<file path="config.mk">
export PLATFORM = sky130hd
export DESIGN_NAME = countdown_display_ctrl
export DESIGN_NICKNAME = d
export VERILOG_FILES = /design/src/rtl/countdown_display_ctrl.sv
export SDC_FILE = /design/constraint.sdc
export NUM_CORES = 1
export LEC_CHECK = 0
export CAP_MARGIN = 5
export CORE_ASPECT_RATIO = 1.5
export CORE_MARGIN = 1
export CORE_UTILIZATION = 59
export DETAILED_ROUTE_END_ITERATION = 10
export GPL_TIMING_DRIVEN = 0
export PLACE_DENSITY = 0.8
export SETUP_SLACK_MARGIN = 0.3
export SLEW_MARGIN = 20
export SYNTH_ARGS = -nofsm -noshare
export SYNTH_HDL_FRONTEND = slang
export SYNTH_SLANG_ARGS = --single-unit
</file>
<file path="constraint.sdc">
create_clock -name clock -period 3 [get_ports clock]
set_clock_uncertainty 0.05 [all_clocks]
set_input_delay 0.6 -clock clock [delete_from_list [all_inputs] [get_ports clock]]
set_output_delay 0.6 -clock clock [all_outputs]
set_load 0.1 [all_outputs]
</file>
<file path="src/rtl/countdown_display_ctrl.sv">
// Countdown game timer controller: a 15 s / 9 s countdown state machine,
// a 1 Hz tick divider, a fail flag and a two-digit active-low
// seven-segment display scan.
module countdown_display_ctrl #(
  parameter int unsigned TICK_DIV = 50000000,
  parameter int unsigned SCAN_DIV = 100000
) (
  input  logic       clock,
  input  logic       reset,
  input  logic       start,
  input  logic       pause,
  input  logic       mode,
  output logic [6:0] seg,
  output logic [3:0] an,
  output logic       fail,
  output logic [3:0] count,
  output logic [1:0] state
);

  localparam int unsigned TW = (TICK_DIV > 2) ? $clog2(TICK_DIV) : 1;
  localparam int unsigned SW = (SCAN_DIV > 2) ? $clog2(SCAN_DIV) : 1;
  localparam logic [TW-1:0] TICK_LAST = TW'(TICK_DIV - 1);
  localparam logic [SW-1:0] SCAN_LAST = SW'(SCAN_DIV - 1);

  typedef enum logic [1:0] {
    ST_IDLE  = 2'b00,
    ST_RUN   = 2'b01,
    ST_PAUSE = 2'b10,
    ST_FAIL  = 2'b11
  } state_t;

  state_t        state_r, state_nxt_s;
  logic [3:0]    count_r, count_nxt_s;
  logic [TW-1:0] tick_cnt_r, tick_nxt_s;
  logic [SW-1:0] scan_cnt_r;
  logic          digit_sel_r;
  logic          start_q_r;
  logic          fail_r;
  logic [6:0]    seg_r;
  logic [3:0]    an_r;

  logic          start_edge_s;
  logic          tick_s;
  logic [3:0]    start_val_s;
  logic          tens_s;
  logic [3:0]    units_s;

  // Active-low seven-segment pattern {g,f,e,d,c,b,a} for one decimal digit.
  function automatic logic [6:0] seg7(input logic [3:0] d);
    logic [6:0] p;
    case (d)
      4'd0:    p = 7'b1000000;
      4'd1:    p = 7'b1111001;
      4'd2:    p = 7'b0100100;
      4'd3:    p = 7'b0110000;
      4'd4:    p = 7'b0011001;
      4'd5:    p = 7'b0010010;
      4'd6:    p = 7'b0000010;
      4'd7:    p = 7'b1111000;
      4'd8:    p = 7'b0000000;
      4'd9:    p = 7'b0010000;
      default: p = 7'b1111111;
    endcase
    return p;
  endfunction

  assign start_edge_s = start & ~start_q_r;
  assign start_val_s  = mode ? 4'd9 : 4'd15;
  assign tick_s       = (state_r == ST_RUN) && (tick_cnt_r == TICK_LAST);
  assign tens_s       = (count_r >= 4'd10);
  assign units_s      = tens_s ? (count_r - 4'd10) : count_r;

  // Next-state, next-count and tick divider logic; a start edge wins over pause and tick.
  always_comb begin
    state_nxt_s = state_r;
    count_nxt_s = count_r;
    tick_nxt_s  = tick_cnt_r;
    case (state_r)
      ST_IDLE: begin
        count_nxt_s = start_val_s;
        if (start_edge_s) begin
          state_nxt_s = ST_RUN;
          tick_nxt_s  = {TW{1'b0}};
        end else begin
          state_nxt_s = ST_IDLE;
        end
      end
      ST_RUN: begin
        if (start_edge_s) begin
          state_nxt_s = ST_RUN;
          count_nxt_s = start_val_s;
          tick_nxt_s  = {TW{1'b0}};
        end else if (tick_s) begin
          tick_nxt_s = {TW{1'b0}};
          if (count_r <= 4'd1) begin
            count_nxt_s = 4'd0;
            state_nxt_s = ST_FAIL;
          end else begin
            count_nxt_s = count_r - 4'd1;
            state_nxt_s = pause ? ST_PAUSE : ST_RUN;
          end
        end else begin
          tick_nxt_s  = tick_cnt_r + {{(TW-1){1'b0}}, 1'b1};
          state_nxt_s = pause ? ST_PAUSE : ST_RUN;
        end
      end
      ST_PAUSE: begin
        if (start_edge_s) begin
          state_nxt_s = ST_RUN;
          count_nxt_s = start_val_s;
          tick_nxt_s  = {TW{1'b0}};
        end else if (!pause) begin
          state_nxt_s = ST_RUN;
        end else begin
          state_nxt_s = ST_PAUSE;
        end
      end
      ST_FAIL: begin
        if (start_edge_s) begin
          state_nxt_s = ST_RUN;
          count_nxt_s = start_val_s;
          tick_nxt_s  = {TW{1'b0}};
        end else begin
          state_nxt_s = ST_FAIL;
          count_nxt_s = 4'd0;
        end
      end
      default: begin
        state_nxt_s = ST_IDLE;
        count_nxt_s = 4'd0;
        tick_nxt_s  = {TW{1'b0}};
      end
    endcase
  end

  // Controller state register; fail follows the next state so it rises with FAIL.
  always_ff @(posedge clock) begin
    if (reset) begin
      state_r    <= ST_IDLE;
      count_r    <= 4'd0;
      tick_cnt_r <= {TW{1'b0}};
      start_q_r  <= 1'b0;
      fail_r     <= 1'b0;
    end else begin
      state_r    <= state_nxt_s;
      count_r    <= count_nxt_s;
      tick_cnt_r <= tick_nxt_s;
      start_q_r  <= start;
      fail_r     <= (state_nxt_s == ST_FAIL);
    end
  end

  // Free-running digit scan counter toggling the selected digit each slot.
  always_ff @(posedge clock) begin
    if (reset) begin
      scan_cnt_r  <= {SW{1'b0}};
      digit_sel_r <= 1'b0;
    end else if (scan_cnt_r == SCAN_LAST) begin
      scan_cnt_r  <= {SW{1'b0}};
      digit_sel_r <= ~digit_sel_r;
    end else begin
      scan_cnt_r  <= scan_cnt_r + {{(SW-1){1'b0}}, 1'b1};
    end
  end

  // Registered segment and anode drive; a leading zero tens digit is blanked.
  always_ff @(posedge clock) begin
    if (reset) begin
      seg_r <= 7'b1111111;
      an_r  <= 4'b1111;
    end else if (digit_sel_r) begin
      an_r  <= 4'b1101;
      seg_r <= tens_s ? seg7(4'd1) : 7'b1111111;
    end else begin
      an_r  <= 4'b1110;
      seg_r <= seg7(units_s);
    end
  end

  assign seg   = seg_r;
  assign an    = an_r;
  assign fail  = fail_r;
  assign count = count_r;
  assign state = state_r;

endmodule
</file>
==> results_dict.tcl <==
set metrics [dict create \
    slew_violations 0 \
    yosysSeqAreaShare 0.3712 \
    ys.warnings.count 0 \
    cts_setup_buffers 0 \
    area_delta_synth_final_pct 15.18 \
    wl_microns 7607 \
    cts_buffers 9 \
    crit_chain "clkdlybuf4s50_1" \
    fin_tns_setup_ns 0 \
    cp_slowest_cell "clkdlybuf4s50_1" \
    path_depth 1 \
    grt_pass1_vias 2781 \
    clk_pin_slew_ns 0.07 \
    drt_iter0_drc 291 \
    hold_path_class "reg2reg" \
    worst_setup_path_end_kind "output pin" \
    synth_largest_area_cell "dfxtp_1" \
    critPathTopFamily "buffers and inverters" \
    synth_edf_count 0 \
    ys_async_sr_fraction 0 \
    ys.flop_type "dfxtp_1" \
    wl_per_cell_microns 15.09 \
    die_y_microns 93.45 \
    finalCriticalPeriod_ns 2.628 \
    die-width_microns 62.97 \
    htree_levels 3 \
    holdWs_ns 0.4197 \
    avgViaCountPerCell 6.056 \
    ctsHoldBuffers 0 \
    io_buffers 20 \
    finish.utilization 0.7223 \
    place_congestion 0.9257 \
    via_count 3052 \
    max_freq_mhz 380.5 \
    cts_buffer_depth 2 \
    timing.hold.worst_endpoint "scan_cnt_r[0]" \
    clock_sinks 61 \
    critical_path_class "reg2out" \
    placed_cell_area_sq_mm 0.003581 \
    layout_commonest_cell "dfxtp_1" \
    synth.distinct_cells 62 \
    hold_viol 0 \
    slowest_delay_ns 1.18 \
    cts_root_buf "clkbuf_8" \
    route.detailed.drc 0 \
    r2r_end "count[0]" \
    cp_max_fo 6 \
    initial_core_util 0.6271 \
    syn_area_sq_mm 0.003289 \
    antenna_found_initial 0 \
    diodes 0 \
    dp_cells 486 \
    firstDrtPassIters 5 \
    grtUsageTotal 0.2757 \
    rsz0062_at_grt "false" \
    synth_cells 397 \
    final_area_sq_mm 0.003789 \
    holdPathStages 1 \
    io_pins 23 \
    cts_tree "yes" \
    dp_hpwl_microns 5399 \
    rr_worst_depth 6 \
    fin_nets 448 \
    synth_area_leaders "dfxtp_1 (37%), nor2_1 (5.0%), ha_1 (4.6%)" \
    cts_resized 0 \
    drive_above_1_share 0.08716 \
    vdd_drop_max_mv 0.3044 \
    gr-total-overflow 0 \
    worst_slew_pin_slew_ns 1.015 \
    ant_nets 0 \
    maxCapViolCount 0 \
    syn_avg_cell_area_sq_um 8.286 \
    r2r-start "tick_cnt_r[0]" \
    outcome "finished clean" \
    clk_latency_ns 0.35 \
    die-area_sq_mm 0.005884 \
    required_ns 2.35 \
    critPathBufInv 1 \
    setup_violations 0 \
    crit_path_start_kind "flip-flop" \
    final_cells 504 \
    p_leak_uw 0.001316 \
    rows 32 \
    max_slew_margin 0.3214 \
    core_area_sq_mm 0.005245 \
    reg2reg_slack_ns 0.40 \
    power.density_mw_per_mm2 531.4 \
    final_cell_mix "dfxtp_1 (59), nor2_1 (44), nand2_1 (31), nand3_1 (21), a31oi_1 (21)" \
    grt_start_max_net_pins 11 \
    min_period_over_period 0.8760 \
    synth-seq-cells 61 \
    netlist.area_leader.share 0.3712 \
    hold_path.startpoint "scan_cnt_r[0]" \
    crit_arrival_ns 1.98 \
    grt_pass1_wl_microns 12710 \
]
## cells in the mapped netlist (7+ instances only)
cell type,count
nand3_1,21
nor2b_1,8
dfxtp_1,61
xor2_1,13
xnor2_1,7
inv_1,19
nand2_1,31
a31oi_1,21
clkbuf_1,13
ha_1,12
nor4_1,7
nand4_1,17
nor2_1,44
a21oi_1,7
o21ai_0,17
nor3_1,14
## registers in the layout, summed over array words and instances (netlist names)
name and count:
state 2, start_q_r 1, seg 7, scan_cnt_r 17, fail 1, an 2
count 4, digit_sel_r 1, tick_cnt_r 26
## per-stage QoR
stage                     power (uW)  worst slack, ns
after floorplan                 1205           0.3055
after global placement          1296           0.2448
after detailed placement        1300           0.2097
after CTS                       2023           0.3783
after global routing            2084           0.2837
final                           2013           0.3720
## layout make-up
class	instances	area, sq um
multi-input combinational	298	1887
fill	428	1456
sequential	61	1224
timing repair buffer	22	215.2
clock buffer	12	145.1
buffer	20	113.9
tap	68	85.08
inverter	19	71.32
clock inverter	4	47.55
## power breakdown
group	total [uW]	internal, uW	switching, uW
Sequential	855	838	17.4
Combinational	428	117	311
Clock	730	404	327
Total	2010	1360	655
## worst max-delay path by stage
stage	startpoint	to
floorplan	count[2]	seg[0]
global placement	start	tick_cnt_r[15]
detailed placement	start	tick_cnt_r[25]
CTS	state[1]	state[1]
global route	tick_cnt_r[0]	count[0]
finish	state[1]	state[1]
## layer usage
metal  GRT usage  routed length [microns]  part of all wire
met4      0.1415                      192             0.025
met3     0.05122                      424             0.056
met1      0.3338                     3342              0.44
met2      0.4597                     3648              0.48
met5           0                        0                 0
## logic make-up after synthesis
group,after synthesis,share of synthesized area
AOI/OAI and AO/OA,87,0.1841
xor gates and xnor gates,20,0.05325
buffers and inverters,39,0.05629
muxes,6,0.01902
adders and majority gates,12,0.04564
other,1,0.001140
DFF,61,0.3712
and+or+nand+nor,171,0.2693
Note: power is estimated with default switching activity, not from simulation.
